===== config.mk =====
export PLATFORM = sky130hd
export DESIGN_NAME = ifid_queue
export DESIGN_NICKNAME = d
export VERILOG_FILES = /design/src/rtl/mips_pkg.sv /design/src/rtl/ifq_mem.sv /design/src/rtl/ifid_queue.sv
export SDC_FILE = /design/constraint.sdc
export NUM_CORES = 1
export LEC_CHECK = 0
export CAP_MARGIN = 20
export CORE_ASPECT_RATIO = 1.4
export CORE_MARGIN = 4
export CORE_UTILIZATION = 49
export CTS_CLUSTER_DIAMETER = 50
export DETAILED_ROUTE_END_ITERATION = 16
export PLACE_DENSITY = 0.75
export SLEW_MARGIN = 10
export SYNTH_ARGS = -nofsm -noshare
export SYNTH_HDL_FRONTEND = slang
export SYNTH_SLANG_ARGS = --single-unit

===== constraint.sdc =====
create_clock -name clk -period 2.5 [get_ports clk]
set_input_delay 0.25 -clock clk [delete_from_list [all_inputs] [get_ports clk]]
set_output_delay 0.25 -clock clk [all_outputs]
set_load 0.01 [all_outputs]

===== src/rtl/mips_pkg.sv =====
// Shared definitions for the MIPS pipeline front end.
// Holds the NOP encoding, the fetch-queue entry layout and its default depth.
package mips_pkg;

    localparam logic [31:0] NOP_INSTR = 32'h0000_0000;
    localparam int          IFQ_DEPTH = 4;

    typedef struct packed {
        logic [31:0] instr;
        logic [31:0] pcplus4;
    } ifq_entry_t;

endpackage


===== src/rtl/ifq_mem.sv =====
// Storage array for the fetch/decode queue: DEPTH x 64 bits, no reset.
// Ports: clk, we/waddr/wdata (synchronous write), raddr/rdata (async read).
module ifq_mem
    import mips_pkg::*;
#(
    parameter int DEPTH = IFQ_DEPTH,
    parameter int AW    = $clog2(DEPTH)
) (
    input  logic          clk,
    input  logic          we,
    input  logic [AW-1:0] waddr,
    input  ifq_entry_t    wdata,
    input  logic [AW-1:0] raddr,
    output ifq_entry_t    rdata
);

    ifq_entry_t mem [DEPTH];

    always_ff @(posedge clk) begin
        if (we) begin
            mem[waddr] <= wdata;
        end
    end

    assign rdata = mem[raddr];

endmodule


===== src/rtl/ifid_queue.sv =====
// Circular instruction queue between fetch and decode, flushed on PCSrc.
// Ports: clk, rst, instrF/pcplus4F/validF, StallF, PCSrc, StallD, instrD/pcplus4D/validD.
module ifid_queue
    import mips_pkg::*;
#(
    parameter int DEPTH = IFQ_DEPTH
) (
    input  logic        clk,
    input  logic        rst,
    input  logic [31:0] instrF,
    input  logic [31:0] pcplus4F,
    input  logic        validF,
    output logic        StallF,
    input  logic        PCSrc,
    input  logic        StallD,
    output logic [31:0] instrD,
    output logic [31:0] pcplus4D,
    output logic        validD
);

    localparam int           AW       = $clog2(DEPTH);
    localparam logic [AW:0]  FULL_CNT = (AW+1)'(DEPTH);

    logic [AW-1:0] wr_ptr;
    logic [AW-1:0] rd_ptr;
    logic [AW:0]   count;
    logic          empty;
    logic          full;
    logic          push;
    logic          pop;
    ifq_entry_t    wr_entry;
    ifq_entry_t    rd_entry;

    assign empty = (count == '0);
    assign full  = (count == FULL_CNT);

    // Flush kills both the incoming fetch and the outgoing decode slot.
    assign push = validF && !full && !PCSrc;
    assign pop  = !empty && !StallD && !PCSrc;

    assign wr_entry.instr   = instrF;
    assign wr_entry.pcplus4 = pcplus4F;

    ifq_mem #(
        .DEPTH (DEPTH),
        .AW    (AW)
    ) u_mem (
        .clk   (clk),
        .we    (push),
        .waddr (wr_ptr),
        .wdata (wr_entry),
        .raddr (rd_ptr),
        .rdata (rd_entry)
    );

    always_ff @(posedge clk) begin
        if (rst || PCSrc) begin
            wr_ptr <= '0;
            rd_ptr <= '0;
            count  <= '0;
        end else begin
            if (push) begin
                wr_ptr <= wr_ptr + 1'b1;
            end
            if (pop) begin
                rd_ptr <= rd_ptr + 1'b1;
            end
            if (push && !pop) begin
                count <= count + 1'b1;
            end else if (pop && !push) begin
                count <= count - 1'b1;
            end
        end
    end

    assign StallF   = full;
    assign validD   = !empty;
    assign instrD   = empty ? NOP_INSTR : rd_entry.instr;
    assign pcplus4D = empty ? 32'h0 : rd_entry.pcplus4;

endmodule


Word-level counts from Yosys, hierarchy flattened
Memory sizes are Yosys's and may differ from the RTL's. A register that Yosys moved wholly into a read port is not among the register bits.
Index checks and enable logic that the tools add are counted.

storage, ports and cells
  bits in registers = 7
  memory bits (writable) = 256
  input port bits = 69
  output and inout bits = 66
  word-level logic and storage cells = 32
  memories = 1

memory list
  name       words  width  rd ports  clocked after Yosys merged registers in  wr ports  line           source
  u_mem.mem  4      64     1         1                                        1         ifq_mem.sv:17  ifq_entry_t mem [DEPTH];

operators by class
  add/sub/neg operators = 4
  eq/ne operators = 1
  mux-type cells = 8
  reduce and logical (&&, ||, !) cells = 15

operator list
  operator                                           count
  two-way mux 32 bit                                 2
  logical AND 1 bit                                  6
  logical NOT 1 bit                                  6
  two-way mux 3 bit                                  2
  adder 2 x 1 -> 2 bit (second input constant)       2
  two-way mux 2 bit                                  2
  adder 3 x 1 -> 3 bit (second input constant)       1
  equality test 3 bit (second input constant)        1
  logical NOT 3 bit                                  1
  subtractor 3 x 1 -> 3 bit (second input constant)  1
  two-way mux 1 bit                                  2
  nonzero test 2 bit                                 1
  logical OR 1 bit                                   1

Logic depth before layout (Yosys ltp)
Gate-level depths: netlist of run 1.

  word-level depth = 8
  gate-level depth with buffers = 9

Cells and area by module
From an unflattened synthesis of run 1, not the netlist that was laid out.

second synthesis, totals
  cells, all modules = 449
  area, all modules = 10183.5 sq um

by module, submodules not included
  module      times used  cells an instance  area each (sq um)  sequential area each (sq um)
  ifq_mem     1           338                9341.5             7687.4
  ifid_queue  1           111                842.1              140.1

Worst setup path after synthesis of run 1
No wires, ideal clock.

  path kind = reg2reg
  from = register count[0]
  to = memory u_mem.mem[0][0] in the netlist's numbering, enable pin
  arrival = 2.241 ns
  data required time = 2.071 ns
  slack = -0.170 ns
  cell stages (with the launch flop) = 4
  path buffers = 1
  clock period less this slack = 2.670 ns
  path through = dfxtp_1 > or3b_1 > clkbuf_2 > and3_1

between the ends
  cells in the longest elaborated chain, start to end = 6

ends and longest elaborated chain
  item                                     line              source
  start, declared                          ifid_queue.sv:26  logic [AW:0] count;
  start signal, assigned                   ifid_queue.sv:69  count <= count + 1'b1;
  start signal, assigned                   ifid_queue.sv:71  count <= count - 1'b1;
  equality test 3 bit                      ifid_queue.sv:35  assign full = (count == FULL_CNT);
  logical NOT 1 bit                        ifid_queue.sv:38  assign push = validF && !full && !PCSrc;
  logical AND 1 bit (2 in series)          ifid_queue.sv:38
  two-way mux 1 bit                        ifq_mem.sv:20     if (we) begin
  two-way mux 1 bit (not written as such)  ifq_mem.sv:21     mem[waddr] <= wdata;
  end, declared                            ifq_mem.sv:17

Every way passes these cells.

==> flow_summary.json, run 1 <==
{
  "timing.fmax_ghz": 0.415,
  "die_h_um": 179,
  "overall_routed_net_length_um": 19800,
  "vias_per_cell": 5.43,
  "setup.worst_path.start_class": "flop",
  "iteration_0_drc_markers": 318,
  "setup-violations-final": 0,
  "synth.top_cells.by_count": "sky130_fd_sc_hd__edfxtp_1, sky130_fd_sc_hd__and2_1, sky130_fd_sc_hd__mux4_2",
  "slew_at_the_pin_with_the_worst_max_slew_slack_ps": 304,
  "period_needed_ps": 2410,
  "grt_antenna_before_repair": 2,
  "syn2layout_area_growth_pct": 25.8,
  "synth.net_count": 534,
  "yosys_warnings": 0,
  "worst_hold_margin_ps": 354,
  "max-slew-margin-rel_pct": 79.7,
  "post-route-period-util_pct": 96.4,
  "yosysTopAreaCell": "sky130_fd_sc_hd__edfxtp_1",
  "final_net_count": 700,
  "cp_data_required_time_ps": 2250,
  "synthAdderAreaFrac_pct": 0.807,
  "irDropWorstVdd_v": 0.000479,
  "detail_route.wl_per_cell_um": 22.1,
  "synth-async-reset-ratio_pct": 0,
  "critPathCaptureType": "output port",
  "timing.clock.skew_ps": 18.4,
  "fin_setup_tns_ps": 0,
  "ioPinCount": 135,
  "netlist_top_cells_area": "sky130_fd_sc_hd__edfxtp_1, sky130_fd_sc_hd__mux4_2, sky130_fd_sc_hd__and2_1",
  "coreArea_um2": 20600,
  "total_power_density_per_cell_area_nw_per_um2": 709,
  "endpoint": "pcplus4D[16]",
  "worstPathArrival_ps": 2160,
  "drive_above_1_share_pct": 22.1,
  "start_util_pct": 49.8,
  "synth_cell_type_count": 30,
  "power_frac_comb_pct": 7.3,
  "final-max-slew-violation-count": 0,
  "maximum_clock_path_buffer_count": 3,
  "grt_pass1_wl_um": 30500,
  "synth_seq_area_share_pct": 76.9,
  "grt_pass1_vias": 5463,
  "main_combinational_cell_family_by_area_after_synthesis": "multiplexers",
  "detailed_place_hpwl_um": 12000,
  "avgSynthCellArea_um2": 22.3,
  "p_clk_share_pct": 38.4,
  "die-area_um2": 23300,
  "route.antenna.remaining_nets": 0,
  "reg2regPathDepth": 9,
  "insertion_delay_ps": 520,
  "report.final.hold_viol_count": 0,
  "unrepaired_setup_endpoints_after_global_routing": "false",
  "htree_num_levels": 1,
  "rows": 62,
  "synth.area.mux_share_pct": 14.3,
  "criticalPathCategory": "flop to output port",
  "synthDominantCellAreaShare_pct": 75.1,
  "post-synth-top-count-cell": "sky130_fd_sc_hd__edfxtp_1",
  "r2r-end": "count[2]$_SDFFE_PP0P_",
  "congestion_overflow_gr": 0,
  "drt_first_pass_iters": 5,
  "setup.reg_to_reg.worst_slack_ps": 280,
  "gr-usage-all-layers_pct": 17.3,
  "root_buffer": "sky130_fd_sc_hd__clkbuf_16",
  "top_layer_used": "met5",
  "sequentialPowerShare_pct": 54.3,
  "cts_inserted_buffers": 25,
  "met2_length_um": 11100,
  "synth_simple_gate_area_share_pct": 5.07,
  "crit_path_max_fanout": 5,
  "drv_cap": 0,
  "status": "complete, no violations",
  "syn_area_um2": 10200,
  "hold_buffers": 0,
  "clk_pin_slew_worst_paths_ps": 60,
  "top_reg_cell_synth": "sky130_fd_sc_hd__edfxtp_1",
  "synth_enable_flop_cells": 256,
  "drt_drc_violations_left": 0,
  "cell_internal_pwr_w": 0.00725,
  "post-layout-total-power_w": 0.00913,
  "io_buffers": 134,
  "synth-compound-area-share_pct": 0.587,
  "syn_inst": 459,
  "p_leak_nw": 4.38,
  "tritoncts": "built",
  "vias": 4882,
  "hp-class": "input pin to flop",
  "antenna-diode-count": 0,
  "power.share.switching_pct": 20.6,
  "synth-xor-area-share_pct": 0.171,
  "p_sw_w": 0.00188,
  "critical_path.reg2reg.startpoint": "count[1]$_SDFFE_PP0P_",
  "grt_max_degree": 40,
  "met1_length_um": 7340,
  "die_width_um": 130,
  "detailroute.wirelength.met3_um": 954,
  "clock_sinks": 265,
  "gp_congestion": 0.739,
  "synth.ff_latch_count": 265
}
-- cells by family after synthesis --
group | after synthesis
buffers and inverters | 28
XOR/XNOR | 2
multiplexers | 65
adder cells (fa/ha/maj) | 6
AO/OA/AOI/OAI | 10
flip-flops | 265
AND/OR/NAND/NOR | 83
-- state kept, by name, summed over array words and instances, names as in the netlist, named ones only --
name,flops
wr_ptr,2
u_mem.mem,256
count,3
rd_ptr,2
-- worst min-delay path by stage --
stage                                       from                         to  cells past startpoint
after global placement    rd_ptr[1]$_SDFFE_PP0P_                       flop                      2
after detailed placement  rd_ptr[1]$_SDFFE_PP0P_                       flop                      2
final                                pcplus4F[1]  u_mem.mem[3][1]$_DFFE_PP_                      1
after floorplan                      pcplus4F[0]  u_mem.mem[0][0]$_DFFE_PP_                      0
after CTS                            pcplus4F[1]  u_mem.mem[3][1]$_DFFE_PP_                      1
after global routing                 pcplus4F[1]  u_mem.mem[2][1]$_DFFE_PP_                      1
-- critical path, stage by stage (launching register included) --
cell and delay (ps):
sky130_fd_sc_hd__dfxtp_4 410, sky130_fd_sc_hd__buf_12 140, sky130_fd_sc_hd__buf_12 120, sky130_fd_sc_hd__mux4_2 480
sky130_fd_sc_hd__and2_1 200, sky130_fd_sc_hd__dlygate4sd2_1 290
-- power groups by stage --
stage | sequential [W] | clock, W | combinational, W
floorplan | 0.00505 | 0 | 0.000291
global placement | 0.00505 | 0 | 0.000676
global route | 0.00496 | 0.00381 | 0.000724
detailed placement | 0.00506 | 0 | 0.000691
CTS | 0.00496 | 0.00361 | 0.000683
finish | 0.00496 | 0.00351 | 0.000667
-- what timing repair did --
action	4_1_cts	5_1_grt
pin swaps	1	0
endpoints found under the setup margin	65	17
gates cloned	2	1
setup buffers	7	0
resized for setup	89	11
-- cell usage in the layout (no fill, tap or decap), types with 5 or more instances in the layout --
master,n
sky130_fd_sc_hd__clkdlybuf4s50_1,70
sky130_fd_sc_hd__clkbuf_1,5
sky130_fd_sc_hd__buf_12,16
sky130_fd_sc_hd__clkdlybuf4s15_1,5
sky130_fd_sc_hd__edfxtp_1,256
sky130_fd_sc_hd__dlygate4sd2_1,52
sky130_fd_sc_hd__a21oi_1,5
sky130_fd_sc_hd__clkbuf_16,26
sky130_fd_sc_hd__buf_4,5
sky130_fd_sc_hd__dfxtp_1,7
sky130_fd_sc_hd__clkinv_1,6
sky130_fd_sc_hd__ha_1,5
sky130_fd_sc_hd__and2_1,62
sky130_fd_sc_hd__mux4_2,60
-- cell type report --
| class | instances | area, um2 |
|---|---|---|
| Inverter | 5 | 21.3 |
| Clock buffer | 30 | 644 |
| Tap cell | 256 | 320 |
| Fill cell | 1447 | 7680 |
| Clock inverter | 15 | 108 |
| Sequential cell | 265 | 7880 |
| Multi-Input combinational cell | 166 | 2180 |
| Timing Repair Buffer | 162 | 1730 |
-- metal layers --
metal	global-route usage [%]	vias to the layer above
met2	31.5	120
li1	-	2191
met4	4.46	4
met1	21.1	2535
met3	3.25	32
met5	0	-
-- per-stage QoR --
stage | util [%] | area [um2] | setup slack (ps) | instances
2_1_floorplan | - | 10200 | 447 | 459
3_3_place_gp | 58.5 | 12000 | 188 | 844
3_5_place_dp | 58.5 | 12000 | 142 | 844
4_1_cts | 62.6 | 12900 | 5.58 | 898
5_1_grt | 62.6 | 12900 | 0.224 | 899
6_report | 62.6 | 12900 | 89.5 | 899
(Power assumes the default switching activity.)
==> run 2, diff against run 1 <==
--- a/config.mk
+++ b/config.mk
@@ -6,7 +6,7 @@
 export NUM_CORES = 1
 export LEC_CHECK = 0
 export CAP_MARGIN = 20
-export CORE_ASPECT_RATIO = 1.4
+export CORE_ASPECT_RATIO = 1.2
 export CORE_MARGIN = 4
 export CORE_UTILIZATION = 49
 export CTS_CLUSTER_DIAMETER = 50
==> run 2 against run 1 <==
Critical path depth increased by 1. Final cell count up 1.6%. Final area increased by 0.72%. Highest routed layer unchanged. Global-route usage up 0.26 points. Worst setup slack got worse by 20 ps. Critical path type unchanged. Die area shrank 0.10%. Critical endpoint is now instrD[15].
==> flow_summary.json, run 2 (synthesis gave the netlist of run 1 again) <==
{
  "status": "complete, no violations",
  "fin_setup_tns_ps": 0,
  "criticalPathCategory": "flop to output port",
  "crit_path_max_fanout": 7,
  "unrepaired_setup_endpoints_after_global_routing": "false",
  "max-slew-margin-rel_pct": 75.2,
  "drv_cap": 0,
  "die_width_um": 140,
  "timing.fmax_ghz": 0.411,
  "critPathCaptureType": "output port",
  "vias_per_cell": 5.51,
  "setup-violations-final": 0,
  "period_needed_ps": 2430,
  "clk_pin_slew_worst_paths_ps": 60,
  "die_h_um": 166,
  "hp-class": "input pin to flop",
  "report.final.hold_viol_count": 0,
  "detail_route.wl_per_cell_um": 22.4,
  "grt_max_degree": 40,
  "detailed_place_hpwl_um": 12200,
  "iteration_0_drc_markers": 312,
  "setup.worst_path.start_class": "flop",
  "coreArea_um2": 20400,
  "die-area_um2": 23300,
  "rows": 57,
  "grt_pass1_wl_um": 31700,
  "slew_at_the_pin_with_the_worst_max_slew_slack_ps": 372,
  "p_leak_nw": 4.39,
  "hold_buffers": 0,
  "grt_pass1_vias": 5507,
  "maximum_clock_path_buffer_count": 3,
  "worstPathArrival_ps": 2180,
  "io_buffers": 134,
  "ioPinCount": 135,
  "final-max-slew-violation-count": 0,
  "largest_register_ffs": 256,
  "total_power_density_per_cell_area_nw_per_um2": 701,
  "drt_first_pass_iters": 4,
  "max_flop_register": "u_mem.mem",
  "drt_drc_violations_left": 0,
  "fillerInstances": 1413,
  "insertion_delay_ps": 520,
  "vias": 5027,
  "antenna-diode-count": 0,
  "route.antenna.remaining_nets": 0,
  "root_buffer": "sky130_fd_sc_hd__clkbuf_16",
  "congestion_overflow_gr": 0,
  "post-route-period-util_pct": 97.2,
  "layout.cells.most_common_list": "sky130_fd_sc_hd__edfxtp_1, sky130_fd_sc_hd__clkdlybuf4s50_1, sky130_fd_sc_hd__mux4_2, sky130_fd_sc_hd__and2_1, sky130_fd_sc_hd__dlygate4sd2_1",
  "gp_congestion": 0.755,
  "final_net_count": 706,
  "overall_routed_net_length_um": 20400,
  "tritoncts": "built",
  "worst_hold_margin_ps": 366,
  "mostFrequentLayoutCell": "sky130_fd_sc_hd__edfxtp_1",
  "clock_sinks": 265,
  "timing.clock.skew_ps": 24.1,
  "cp_data_required_time_ps": 2250,
  "grt_antenna_before_repair": 1,
  "cts_inserted_buffers": 25,
  "gr-usage-all-layers_pct": 17.6,
  "start_util_pct": 50.2,
  "irDropWorstVdd_v": 0.000479,
  "drive_above_1_share_pct": 24.2,
  "biggest_registers_after_layout": "u_mem.mem x256, count x3",
  "syn2layout_area_growth_pct": 26.8,
  "htree_num_levels": 1
}
run 2: cell types whose count changed in the layout (fill, tap and decap cells not counted), moves of 2 or more:
cell / before / now
sky130_fd_sc_hd__dlygate4sd2_1: 52 / 45
sky130_fd_sc_hd__clkbuf_2: 4 / 8
sky130_fd_sc_hd__mux4_1: 4 / 1
sky130_fd_sc_hd__mux4_2: 60 / 63
sky130_fd_sc_hd__buf_12: 16 / 18
sky130_fd_sc_hd__buf_16: 1 / 3
sky130_fd_sc_hd__buf_6: 3 / 5
sky130_fd_sc_hd__clkinv_2: 4 / 2
run 2: final timing paths:
kind	from	endpoint	slack (ps)	depth (start not counted)
max	flop	instrD[15]	70	6
min	pcplus4F[4]	u_mem.mem[0][4]$_DFFE_PP_	370	1
max reg2reg	count[1]$_SDFFE_PP0P_	count[2]$_SDFFE_PP0P_	210	8
min reg2reg	rd_ptr[1]$_SDFFE_PP0P_	flop	490	2
run 2: routing by layer:
metal / track usage, % / wire [um] / share of wire, % / vias to the layer above
li1: - / - / - / 2209
met1: 23.0 / 8210 / 40 / 2641
met5: 0 / 20 / 0.098 / -
met4: 4.13 / 313 / 1.5 / 2
met2: 30.9 / 10800 / 53 / 148
met3: 3.25 / 1090 / 5.3 / 27
run 2: where the power goes:
part / switching, W / internal [W]
combinational: 0.000317 / 0.000376
sequential: 0.0000211 / 0.00494
clock: 0.00150 / 0.00194
total: 0.00184 / 0.00725
run 2: what timing repair did:
item,CTS,global route
pin swaps,1,1
cloned,4,1
buffers inserted,12,0
resized for setup,100,18
endpoints found under the setup margin,65,27
run 2: area by class of cell:
| type | count | area (um2) | area share [%] |
|---|---|---|---|
| flip-flops and latches | 265 | 7880 | 60.7 |
| multi-input cells | 166 | 2170 | 16.7 |
| repair buffers | 168 | 1830 | 14.1 |
| clock buffers | 30 | 644 | 4.97 |
| well taps | 265 | 332 | 2.56 |
| clock inverters | 14 | 98.8 | 0.762 |
| inverters | 5 | 23.8 | 0.183 |
run 2: worst max-delay path, stage by stage (launching register included):
cell	delay, ps
sky130_fd_sc_hd__dfxtp_4	370
sky130_fd_sc_hd__buf_12	130
sky130_fd_sc_hd__buf_12	110
sky130_fd_sc_hd__buf_16	120
sky130_fd_sc_hd__mux4_2	480
sky130_fd_sc_hd__and2_1	160
sky130_fd_sc_hd__dlygate4sd2_1	280
run 2: per-stage QoR:
| stage | util (%) | total power, W | setup WS, ps | cell area (um2) | instances |
|---|---|---|---|---|---|
| 2_1_floorplan | - | 0.00534 | 447 | 10200 | 459 |
| 3_3_place_gp | 59.1 | 0.00573 | 205 | 12100 | 853 |
| 3_5_place_dp | 59.1 | 0.00575 | 92.8 | 12100 | 853 |
| 4_1_cts | 63.8 | 0.00919 | 0.660 | 13000 | 913 |
| 5_1_grt | 63.6 | 0.00944 | 1.44 | 13000 | 913 |
| 6_report | 63.6 | 0.00909 | 69.5 | 13000 | 913 |
==> run 3, diff against run 2 <==
--- a/config.mk
+++ b/config.mk
@@ -12,6 +12,7 @@
 export CTS_CLUSTER_DIAMETER = 50
 export DETAILED_ROUTE_END_ITERATION = 16
 export PLACE_DENSITY = 0.75
+export SETUP_SLACK_MARGIN = 0.2
 export SLEW_MARGIN = 10
 export SYNTH_ARGS = -nofsm -noshare
 export SYNTH_HDL_FRONTEND = slang
==> run 3 against run 2 <==
Die area stayed put. Critical path depth is 1 higher. Combinational power is 20% higher. Non-clock buffer count is 20 higher.
==> flow_summary.json, run 3 (synthesis gave the netlist of run 1 again) <==
{
  "setup.reg_to_reg.worst_slack_ps": 350,
  "slew_at_the_pin_with_the_worst_max_slew_slack_ps": 371,
  "vias": 5093,
  "start_util_pct": 50.2,
  "die-area_um2": 23300,
  "htree_num_levels": 1,
  "iteration_0_drc_markers": 286,
  "setup-violations-final": 0,
  "hold_depth": 1,
  "timing.clock.skew_ps": 27.3,
  "sequentialPowerShare_pct": 53.7,
  "period_needed_ps": 2380,
  "antenna-diode-count": 0,
  "detail_route.wl_per_cell_um": 22.7,
  "gp_congestion": 0.755,
  "hp-class": "input pin to flop",
  "worst_hold_path.endpoint": "u_mem.mem[2][21]$_DFFE_PP_",
  "maximum_clock_path_buffer_count": 3,
  "layout.cells.most_common_list": "sky130_fd_sc_hd__edfxtp_1, sky130_fd_sc_hd__clkdlybuf4s50_1, sky130_fd_sc_hd__mux4_2, sky130_fd_sc_hd__buf_6, sky130_fd_sc_hd__and2_4",
  "congestion_overflow_gr": 0,
  "final_critical_path_setup_slack_ps": 123,
  "report.final.hold_viol_count": 0,
  "post-route-period-util_pct": 95.1,
  "p_leak_nw": 4.56,
  "root_buffer": "sky130_fd_sc_hd__clkbuf_16",
  "power_frac_comb_pct": 9.0,
  "setup.worst_path.start_class": "flop",
  "p_sw_w": 0.00187,
  "gr-usage-all-layers_pct": 18.1,
  "cp_data_required_time_ps": 2250,
  "final-max-slew-violation-count": 0,
  "route.antenna.remaining_nets": 0,
  "cell_internal_pwr_w": 0.00737,
  "worst_hold_startpoint": "pcplus4F[21]",
  "detailed_place_hpwl_um": 12200,
  "final_net_count": 726,
  "criticalPathCategory": "flop to output port",
  "p_clk_share_pct": 37.2,
  "r2r-end": "count[2]$_SDFFE_PP0P_",
  "tritoncts": "built",
  "hold_buffers": 0,
  "drive_above_1_share_pct": 41.2,
  "max-slew-margin-rel_pct": 75.3,
  "unrepaired_setup_endpoints_after_global_routing": "true",
  "grt_pass1_vias": 5616,
  "syn2layout_area_growth_pct": 31.8,
  "biggest_registers_after_layout": "u_mem.mem x256, count x3",
  "io_buffers": 134,
  "grt_antenna_before_repair": 1,
  "critPathCaptureType": "output port",
  "drt_drc_violations_left": 0,
  "total_power_density_per_cell_area_nw_per_um2": 685,
  "coreArea_um2": 20400,
  "fillerInstances": 1332,
  "max_flop_register": "u_mem.mem",
  "overall_routed_net_length_um": 21200,
  "clk_pin_slew_worst_paths_ps": 70,
  "die_h_um": 166,
  "status": "complete, no violations",
  "largest_register_ffs": 256,
  "die_width_um": 140,
  "drt_first_pass_iters": 4,
  "cts_inserted_buffers": 25,
  "critical_path.reg2reg.startpoint": "count[0]$_SDFFE_PP0P_",
  "fin_setup_tns_ps": 0,
  "worstPathArrival_ps": 2130,
  "mostFrequentLayoutCell": "sky130_fd_sc_hd__edfxtp_1",
  "rows": 57,
  "post-place-ws_ps": 92.8,
  "ioPinCount": 135,
  "grt_max_degree": 40,
  "grt_pass1_wl_um": 32500,
  "crit_path_max_fanout": 7,
  "reg2regPathDepth": 9,
  "vias_per_cell": 5.46,
  "drv_cap": 0,
  "power.share.switching_pct": 20.3,
  "clock_sinks": 265,
  "insertion_delay_ps": 530,
  "irDropWorstVdd_v": 0.000477,
  "timing.fmax_ghz": 0.421
}
==> run 3: cell types whose count changed in the layout (fill, tap and decap cells not counted), sizes merged <==
cell           delta
buf              +67
clkdlybuf4s50     -1
dlymetal6s2s      +1
dlygate4sd2      -45
clkbuf            +4
clkdlybuf4s15     -6
==> run 3: metal layers <==
metal / GRT usage [%] / wire length [um] / vias to the layer above
met5: 0 / 20 / -
met4: 4.72 / 365 / 2
met3: 3.43 / 1040 / 32
met2: 32.3 / 11700 / 149
met1: 22.8 / 8120 / 2664
li1: - / - / 2246
==> run 3: stage by stage <==
stage / power [W] / cells / util [%] / cell area, um2 / hold slack [ps]
5_1_grt: 0.00959 / 933 / 66.1 / 13500 / 356
3_3_place_gp: 0.00573 / 853 / 59.1 / 12100 / 462
6_report: 0.00924 / 933 / 66.1 / 13500 / 366
2_1_floorplan: 0.00534 / 459 / - / 10200 / 349
3_5_place_dp: 0.00575 / 853 / 59.1 / 12100 / 477
4_1_cts: 0.00921 / 927 / 64.3 / 13100 / 343
==> run 3: final cells by class <==
type | count | area, um2 | area share (%)
inverters | 5 | 23.8 | 0.176
well taps | 265 | 332 | 2.46
clock buffers | 30 | 644 | 4.78
flip-flops and latches | 265 | 7880 | 58.4
multi-input cells | 166 | 2280 | 16.9
repair buffers | 188 | 2220 | 16.5
clock inverters | 14 | 98.8 | 0.733
==> run 3: worst max path at each step <==
stage | to | cells past startpoint
after detailed placement | count[2]$_SDFFE_PP0P_ | 9
after global placement | count[2]$_SDFFE_PP0P_ | 9
after floorplan | count[2]$_SDFFE_PP0P_ | 9
after CTS | pcplus4D[3] | 6
after global routing | instrD[13] | 7
final | instrD[13] | 7
==> run 3: critical path: stages (launching register included) <==
cell and delay, ps:
sky130_fd_sc_hd__dfxtp_4 380, sky130_fd_sc_hd__buf_12 140, sky130_fd_sc_hd__buf_8 120, sky130_fd_sc_hd__buf_12 120, sky130_fd_sc_hd__buf_6 90, sky130_fd_sc_hd__mux4_2 480, sky130_fd_sc_hd__and2_4 160, sky130_fd_sc_hd__buf_6 110
==> run 3: what timing repair did <==
action                                  4_1_cts  5_1_grt
setup buffers                                22        4
gates resized for setup                     230      141
gates cloned                                  8        2
pin swaps                                    10       39
endpoints found under the setup margin       65       67
==> run 3: power by group through the flow <==
stage | registers (W) | logic (W) | clock network, W
3_3_place_gp | 0.00505 | 0.000673 | 0
3_5_place_dp | 0.00506 | 0.000691 | 0
6_report | 0.00496 | 0.000834 | 0.00344
2_1_floorplan | 0.00505 | 0.000291 | 0
4_1_cts | 0.00496 | 0.000732 | 0.00352
5_1_grt | 0.00497 | 0.000891 | 0.00373
